`src/rtl/gpio_pio_pkg.sv`:
```
// Shared constants for the Avalon-MM GPIO PIO block.
// Register word addresses and EDGE_TYPE encodings live here.
package gpio_pio_pkg;

    // Register map word addresses; 6 and 7 are holes.
    localparam logic [2:0] AddrData    = 3'd0;
    localparam logic [2:0] AddrDir     = 3'd1;
    localparam logic [2:0] AddrIrqMask = 3'd2;
    localparam logic [2:0] AddrEdgeCap = 3'd3;
    localparam logic [2:0] AddrOutSet  = 3'd4;
    localparam logic [2:0] AddrOutClr  = 3'd5;

    // EDGE_TYPE encodings.
    localparam int unsigned EdgeRise = 0;
    localparam int unsigned EdgeFall = 1;
    localparam int unsigned EdgeAny  = 2;

endpackage

```
`src/rtl/gpio_debounce_bit.sv`:
```
// One GPIO input bit: 2-flop synchroniser followed by a tick-driven debouncer.
// The debounced value toggles after 4 consecutive ticks on which the
// synchronised input disagrees with it; any agreeing tick restarts the count.
// Ports:
//   clk, reset_n - clock, asynchronous active-low reset
//   tick_i       - shared one-cycle sample tick from the prescaler
//   pad_i        - asynchronous pad input
//   deb_o        - debounced output
module gpio_debounce_bit (
    input  logic clk,
    input  logic reset_n,
    input  logic tick_i,
    input  logic pad_i,
    output logic deb_o
);

    logic       sync1_q, sync2_q;
    logic [1:0] cnt_q, cnt_d;
    logic       deb_q, deb_d;

    always_comb begin
        cnt_d = cnt_q;
        deb_d = deb_q;
        if (tick_i) begin
            if (sync2_q != deb_q) begin
                if (cnt_q == 2'd3) begin
                    deb_d = ~deb_q;
                    cnt_d = 2'd0;
                end else begin
                    cnt_d = cnt_q + 2'd1;
                end
            end else begin
                cnt_d = 2'd0;
            end
        end
    end

    always_ff @(posedge clk or negedge reset_n) begin
        if (!reset_n) begin
            sync1_q <= 1'b0;
            sync2_q <= 1'b0;
            cnt_q   <= 2'd0;
            deb_q   <= 1'b0;
        end else begin
            sync1_q <= pad_i;
            sync2_q <= sync1_q;
            cnt_q   <= cnt_d;
            deb_q   <= deb_d;
        end
    end

    assign deb_o = deb_q;

endmodule

```
`src/rtl/avmm_gpio_pio.sv`:
```
// Avalon-MM GPIO PIO: debounced inputs with edge capture and level irq,
// output register with set/clear aliases and per-bit output enable.
// Ports:
//   clk, reset_n            - clock, asynchronous active-low reset
//   address/read/write      - Avalon-MM word address and strobes
//   writedata / readdata    - 32-bit bus data; readdata is registered, 1-cycle latency
//   irq                     - registered |(EDGE_CAP & IRQ_MASK)
//   gpio_in                 - asynchronous pad inputs
//   gpio_out / gpio_oe      - output register and per-bit output enable
module avmm_gpio_pio #(
    parameter int unsigned      WIDTH           = 10,
    parameter int unsigned      DEBOUNCE_CYCLES = 50000,
    parameter int unsigned      EDGE_TYPE       = 0,
    parameter logic [WIDTH-1:0] RESET_OUT       = '0
) (
    input  logic             clk,
    input  logic             reset_n,
    input  logic [2:0]       address,
    input  logic             read,
    input  logic             write,
    input  logic [31:0]      writedata,
    output logic [31:0]      readdata,
    output logic             irq,
    input  logic [WIDTH-1:0] gpio_in,
    output logic [WIDTH-1:0] gpio_out,
    output logic [WIDTH-1:0] gpio_oe
);
    import gpio_pio_pkg::*;

    localparam logic [15:0] PrescMax = 16'(DEBOUNCE_CYCLES - 1);

    logic [15:0]      presc_q;
    logic             tick;
    logic [WIDTH-1:0] deb, deb_prev_q;
    logic [WIDTH-1:0] out_q, out_d, dir_q, dir_d, mask_q, mask_d, cap_q, cap_d;
    logic [WIDTH-1:0] wr_data, w1c, edge_set;
    logic [31:0]      readdata_q, readdata_d;
    logic             irq_q;

    assign tick    = (presc_q == PrescMax);
    assign wr_data = writedata[WIDTH-1:0];

    if (WIDTH < 32) begin : g_wd_unused
        logic unused_wd;
        assign unused_wd = ^writedata[31:WIDTH];
    end

    for (genvar i = 0; i < WIDTH; i++) begin : g_deb
        gpio_debounce_bit u_deb (
            .clk    (clk),
            .reset_n(reset_n),
            .tick_i (tick),
            .pad_i  (gpio_in[i]),
            .deb_o  (deb[i])
        );
    end

    // deb_prev_q delays the debounced vector so an edge lands in EDGE_CAP
    // the cycle after the debounced value changes.
    always_comb begin
        if (EDGE_TYPE == EdgeRise) begin
            edge_set = deb & ~deb_prev_q;
        end else if (EDGE_TYPE == EdgeFall) begin
            edge_set = ~deb & deb_prev_q;
        end else begin
            edge_set = deb ^ deb_prev_q;
        end
    end

    always_comb begin
        out_d  = out_q;
        dir_d  = dir_q;
        mask_d = mask_q;
        w1c    = '0;
        if (write) begin
            case (address)
                AddrData:    out_d  = wr_data;
                AddrDir:     dir_d  = wr_data;
                AddrIrqMask: mask_d = wr_data;
                AddrEdgeCap: w1c    = wr_data;
                AddrOutSet:  out_d  = out_q | wr_data;
                AddrOutClr:  out_d  = out_q & ~wr_data;
                default:     ;
            endcase
        end
        // Set after clear so a coincident edge wins.
        cap_d = (cap_q & ~w1c) | edge_set;
    end

    // Reads sample register state before this edge's write lands.
    always_comb begin
        readdata_d = readdata_q;
        if (read) begin
            readdata_d = '0;
            case (address)
                AddrData:    readdata_d[WIDTH-1:0] = deb;
                AddrDir:     readdata_d[WIDTH-1:0] = dir_q;
                AddrIrqMask: readdata_d[WIDTH-1:0] = mask_q;
                AddrEdgeCap: readdata_d[WIDTH-1:0] = cap_q;
                default:     ;
            endcase
        end
    end

    always_ff @(posedge clk or negedge reset_n) begin
        if (!reset_n) begin
            presc_q    <= '0;
            deb_prev_q <= '0;
            out_q      <= RESET_OUT;
            dir_q      <= '0;
            mask_q     <= '0;
            cap_q      <= '0;
            readdata_q <= '0;
            irq_q      <= 1'b0;
        end else begin
            presc_q    <= tick ? 16'd0 : presc_q + 16'd1;
            deb_prev_q <= deb;
            out_q      <= out_d;
            dir_q      <= dir_d;
            mask_q     <= mask_d;
            cap_q      <= cap_d;
            readdata_q <= readdata_d;
            irq_q      <= |(cap_q & mask_q);
        end
    end

    assign readdata = readdata_q;
    assign irq      = irq_q;
    assign gpio_out = out_q;
    assign gpio_oe  = dir_q;

endmodule

```
`config.mk`:
```
export PLATFORM = sky130hd
export DESIGN_NAME = avmm_gpio_pio
export DESIGN_NICKNAME = d
export VERILOG_FILES = /design/src/rtl/gpio_pio_pkg.sv /design/src/rtl/gpio_debounce_bit.sv /design/src/rtl/avmm_gpio_pio.sv
export SDC_FILE = /design/constraint.sdc
export NUM_CORES = 1
export LEC_CHECK = 0
export BUFFER_PORTS_ARGS = -buffer_cell sky130_fd_sc_hd__buf_4
export CAP_MARGIN = 25
export CORE_ASPECT_RATIO = 0.6
export CORE_UTILIZATION = 50
export DETAILED_ROUTE_END_ITERATION = 10
export PLACE_DENSITY = 0.72
export SKIP_CTS_REPAIR_TIMING = 1
export SLEW_MARGIN = 20
export SYNTH_ARGS = -nofsm -noshare
export SYNTH_HDL_FRONTEND = slang
export SYNTH_SLANG_ARGS = --single-unit
```
`constraint.sdc`:
```
create_clock -name clk -period 1.7 [get_ports clk]
set_clock_uncertainty 0.05 [all_clocks]
set_input_delay 0.34 -clock clk [delete_from_list [all_inputs] [get_ports clk]]
set_output_delay 0.34 -clock clk [all_outputs]
set_load 0.005 [all_outputs]
```
# == Word level (Yosys, flattened, before mapping) ==
# Cells that the tools add are included.
# word_totals
wordCells,145
memories,0
ff_bits,127
ram_bits,0
input_bits,49
latch_bits,0
out_inout_bits,53
rom_bits,0
# op_classes
n_mul,0
shifts,0
addsub,11
n_eq_ne,26
bitwise_logic,19
n_mux,25
n_reduce_logical,16
n_div,0
order_cmp,0
# ops
op,n
AND 10 bit,4
2-to-1 mux 2 bit,20
case mux 10 bit (4 select lines),1
inverter 10 bit,3
case mux 10 bit (3 select lines),1
AND reduction 3 bit,10
"adder 2 x 1 -> 2 bit, second input constant",10
"== test 2 bit, second input constant",10
2-to-1 mux 10 bit,2
bitwise OR 10 bit,2
"adder 16 x 1 -> 16 bit, second input constant",1
"== test 16 bit, second input constant",1
2-to-1 mux 16 bit,1
!= test 1 bit,10
inverter 1 bit,10
OR reduction 10 bit,1
"== test 3 x 2 -> 1 bit, second input constant",2
"== test 3 bit, second input constant",2
AND reduction 2 bit,3
"== test 3 x 1 -> 1 bit, second input constant",1
zero test 3 bit,1
nonzero test 3 bit,1

# == Depth between registers and ports, before layout ==
# depth
word_depth,6
ltp_mapped,8
depth_no_buf,5

# == Hierarchy ==
# Synthesis repeated with hierarchy kept, for this count alone.
# unflattened
hier_cells,462
area_unflattened_um2,5506.5
# by_module_without_submodules
module,area_per_inst_um2,seq_area_each_um2,cells_per_inst,n_inst
avmm_gpio_pio,3567.2,1926.8,312,1
gpio_debounce_bit,193.9,125.1,15,10

# == Least setup slack after synthesis ==
# OpenSTA, ideal clock, no wires.
# synth_timing
path_kind,flip-flop to flip-flop
startpoint,reg presc_q[0]
endpoint,reg g_deb[0].u_deb.deb_q
slack_ns,-0.045
period_less_slack_ns,1.745
t_required_ns,1.525
path_buffers,2
stages_incl_launch_ff,8
arrival_time_ns,1.570
setup_ns,0.125
path_cell_list,dfrtp_1 -> ha_1 -> and3_1 -> and4_1 -> buf_6 -> buf_12 -> nand2_4 -> mux2_4
# synth_via
elab_chain_cells,2
# synth_rtl
element,line_no,rtl
from (decl),avmm_gpio_pio.sv:32,logic [15:0] presc_q;
from (signal assigned),avmm_gpio_pio.sv:116,presc_q <= tick ? 16'd0 : presc_q + 16'd1;
== test 16 bit,avmm_gpio_pio.sv:40,assign tick = (presc_q == PrescMax);
AND reduction 3 bit (no line),--,
to (signal assigned),gpio_debounce_bit.sv:43,deb_q <= 1'b0;
to (signal assigned),gpio_debounce_bit.sv:48,deb_q <= deb_d;
to (decl),gpio_debounce_bit.sv:19,"logic deb_q, deb_d;"
# No other way between the ends.
# A chain may end at the register's enable or synchronous reset.

# == Worst setup path after layout ==
# layout_timing
startpoint,reg presc_q[1]
endpoint,reg g_deb[2].u_deb.deb_q
# layout_via
elab_chain_cells,2
# layout_rtl
element,line_no
== test 16 bit,avmm_gpio_pio.sv:40
AND reduction 3 bit (no line),--
to (signal assigned),gpio_debounce_bit.sv:43
to (signal assigned),gpio_debounce_bit.sv:48
to (decl),gpio_debounce_bit.sv:19
# No other way between the ends.

==> results.rst <==
.. list-table::
   :header-rows: 1

   * - Metric
     - Value
   * - Status
     - finished with violations
   * - Violated checks
     - setup timing
   * - Multi-input combinational cell area
     - 2180 sq um
   * - Synth Area in Compound Gates
     - 0.0662
   * - Worst Setup Slack post-DPL
     - -0.0634 ns
   * - Number of clock sinks
     - 127
   * - Global-route total usage across every layer
     - 0.221
   * - Vias
     - 3813
   * - Relative slew slack
     - 0.397
   * - Worst Tran Pin Value
     - 0.902 ns
   * - Pin count of the biggest net entering global routing
     - 43
   * - Clock tree root buffer cell
     - clkbuf_16
   * - Synth warnings
     - 0
   * - Number of port buffers
     - 57
   * - Clock transition at the register clock pins on the worst setup and hold paths after CTS
     - 0.06 ns
   * - Synth cell count leaders
     - dfrtp_1 (127), nand2_1 (85), mux2_2 (29)
   * - Top-count cell post-synth
     - dfrtp_1
   * - Total Routed Length
     - 11600 microns
   * - Fraction of final layout cells sized beyond drive strength 1
     - 0.320
   * - Overall die area
     - 11500 sq um
   * - Worst min-delay path class
     - in -> reg
   * - R2r setup slk
     - -0.02 ns
   * - Syn avg cell area
     - 11.9 sq um
   * - Number of max-cap violations
     - 0
   * - Final Worst Setup Slack
     - -0.0151 ns
   * - Cell variety after synth
     - 40
   * - Total area of sequential cells
     - 3180 sq um
   * - Mux cell area share after synthesis
     - 0.103
   * - Number of top-level pins
     - 102
   * - Final setup violation count
     - 2
   * - Layout Utilization
     - 0.668
   * - Placed cell count
     - 675
   * - Clock insertion delay at the later pin of the skew report
     - 0.41 ns
   * - Height of the die
     - 83.4 microns
   * - Area share of xor/xnor cells in the synthesized design
     - 0.0381
   * - DIE WIDTH
     - 138 microns
   * - Number of remaining DRC errors
     - 0
   * - Worst-path fanout max
     - 13
   * - Ranking of synthesized cells by area
     - dfrtp_1 (58%), mux2_2 (5.9%), nand2_1 (5.8%), mux4_2 (4.1%), buf_4 (3.3%)
   * - 1st-iter DRT viols
     - 202
   * - Standby leakage power
     - 3.50 nW
   * - Part of the Yosys area used for sequential elements
     - 0.576
   * - Cell Chain, Critical Path
     - ha_2, and3_4, and4_4, buf_12, nand2_1, mux2_2
   * - Yosys reg bits
     - 127
   * - Number of enable flip-flop cells after synthesis
     - 0
   * - Endpoints failing hold
     - 0
   * - Fmax
     - 583 MHz
   * - Number of antenna repair diodes
     - 0
   * - Antenna violations before repair
     - 0
   * - Number of vias per cell after detailed routing
     - 5.27
   * - Post-synthesis to final-layout area growth
     - 28.8%
   * - Startpoint of the worst-slack reg-to-reg timing path
     - presc_q[1]$_DFF_PN0_
   * - Placer Congestion
     - 0.815
   * - Filler Cells Inserted
     - 794
   * - Overall Power
     - 7.82 mW
   * - Overflow left after global routing
     - 0
   * - Worst setup SP type
     - flop
   * - Worst endpoint data arrival time
     - 1.96 ns
   * - Unrepaired setup endpoints after global routing
     - yes
   * - Required time of the critical path
     - 1.94 ns
   * - Dominant combinational cell family by area after synthesis
     - simple AND/OR/NAND/NOR gates
   * - Delay contributed by the slowest stage of the critical path
     - 0.40 ns
   * - Fraction of registers with async set/reset
     - 1.00
   * - H-tree lvl count
     - 4
   * - Final Slew Violations
     - 0
   * - IR drop worst, VDD
     - 0.753 mV
   * - Slowest cell on crit path
     - dfrtp_1
   * - Final period demand of the worst path
     - 1.72 ns
   * - Commonest register cell after synthesis
     - dfrtp_1
   * - Hold slack final
     - 0.111 ns
   * - CP Capture Type
     - flop
   * - Count of antenna-violating nets left after detailed routing
     - 0
   * - Via count of the first global-routing pass
     - 3826
   * - Cell Count, Final, Fillers Out
     - 724
   * - FP Rows
     - 29
   * - DPL Wire Length
     - 7910 microns
   * - Source of the critical timing path
     - presc_q[1]$_DFF_PN0_
   * - Average wire per standard cell
     - 16.0 microns
   * - Critical path class
     - reg -> reg
   * - Crit share post-route
     - 1.01
   * - Area share of the largest cell type after synthesis
     - 0.576
   * - Pwr per Cell Area
     - 1100 nW/um^2
   * - First-pass detailed-route iteration total
     - 5
   * - Synthesized netlist cell count
     - 465
   * - Number of nets in the layout
     - 632
   * - First-pass GRT wire length
     - 18900 microns
   * - TritonCTS clock tree
     - built
   * - Syn Std Cell Area
     - 5520 sq um
   * - Starting density of the core
     - 0.519
   * - Number of buffers created by CTS
     - 17
   * - Adder-cell area share of the yosys netlist
     - 0.0250
   * - Library cell with the largest summed area after synthesis
     - dfrtp_1
   * - Bufs on Longest Clock Path
     - 2
   * - Area share of and/or/nand/nor cells after synthesis
     - 0.130
   * - Core Footprint
     - 10600 sq um
   * - Source of the worst hold timing path
     - writedata[1]
-- metrics by stage --
step                      TNS, ns  instance area, sq um
final                     -0.0193                  7100
after global routing       -0.460                  7100
after CTS                  -0.902                  6850
after detailed placement   -0.557                  6220
after global placement    -0.0603                  6220
after floorplan                 0                  5600
-- flip-flops by register name (all words and copies together), names as in the netlist --
signal / flops
gpio_oe: 10
cap_q: 10
g_deb.u_deb.sync2_q: 10
gpio_out: 10
deb_prev_q: 10
mask_q: 10
readdata: 10
g_deb.u_deb.sync1_q: 10
g_deb.u_deb.cnt_q: 20
irq: 1
g_deb.u_deb.deb_o: 10
presc_q: 16
-- placed cells by master, fill, tap and decap left out, types with 3 or more instances in the layout --
| master | instances |
|---|---|
| mux2_2 | 28 |
| nor2_1 | 15 |
| xor2_1 | 13 |
| dfrtp_1 | 126 |
| clkbuf_8 | 5 |
| inv_1 | 21 |
| ha_1 | 10 |
| dlygate4sd3_1 | 11 |
| nor2_2 | 3 |
| o21ai_0 | 25 |
| a22oi_1 | 3 |
| nor4b_2 | 4 |
| clkinv_2 | 4 |
| mux4_2 | 10 |
| nand4_1 | 6 |
| xnor2_1 | 11 |
| nand2_2 | 3 |
| nand2_1 | 81 |
| clkinvlp_4 | 3 |
| buf_4 | 87 |
| a21boi_0 | 10 |
| a21o_1 | 5 |
| bufinv_16 | 3 |
| nand3_1 | 16 |
| clkbuf_16 | 17 |
| buf_12 | 4 |
| conb_1 | 22 |
| a22o_1 | 11 |
-- routing by layer --
layer	global-route usage	routed length, microns	up-vias
met5	0	0	-
met4	0.0759	155	0
met2	0.339	5460	115
met3	0.0629	562	18
met1	0.301	5430	1915
li1	-	-	1765
-- critical path: cells and delay by family, from the launching register on --
family / cells / cell delay [ns]
AND/OR/NAND/NOR: 3 / 0.46
multiplexers: 1 / 0.34
buffers and inverters: 1 / 0.15
adder cells (fa/ha/maj): 1 / 0.20
flip-flops: 1 / 0.40
-- path summary, 6_finish.rpt --
| check | end | cells after the start |
|---|---|---|
| min reg2reg | g_deb[4].u_deb.sync2_q$_DFF_PN0_ | 0 |
| min | gpio_out[1]$_DFFE_PN0P_ | 3 |
| min in group asynchronous | presc_q[10]$_DFF_PN0_ | 2 |
| max reg2reg | g_deb[2].u_deb.deb_o$_DFFE_PN0P_ | 6 |
| max in group asynchronous | gpio_out[4]$_DFFE_PN0P_ | 3 |
| max | g_deb[2].u_deb.deb_o$_DFFE_PN0P_ | 6 |
-- report_power, final --
| group | switching [mW] | internal (mW) |
|---|---|---|
| logic | 0.294 | 0.395 |
| registers | 0.139 | 3.22 |
| clock network | 1.29 | 2.49 |
| total | 1.72 | 6.10 |
-- cell families after synthesis --
family,after synthesis
AOI/OAI and AO/OA,55
xor gates and xnor gates,24
adders and majority gates,11
buffers and inverters,58
DFF,127
muxes,40
other,1
and+or+nand+nor,149
-- cell type report --
| type | instances | area share |
|---|---|---|
| inverters | 21 | 0.0111 |
| well taps | 139 | 0.0245 |
| clock buffers | 22 | 0.0696 |
| clock inverters | 10 | 0.0187 |
| flip-flops and latches | 127 | 0.448 |
| repair buffers | 104 | 0.122 |
| multi-input cells | 301 | 0.307 |
No activity file was read; power rests on OpenSTA's default activity.
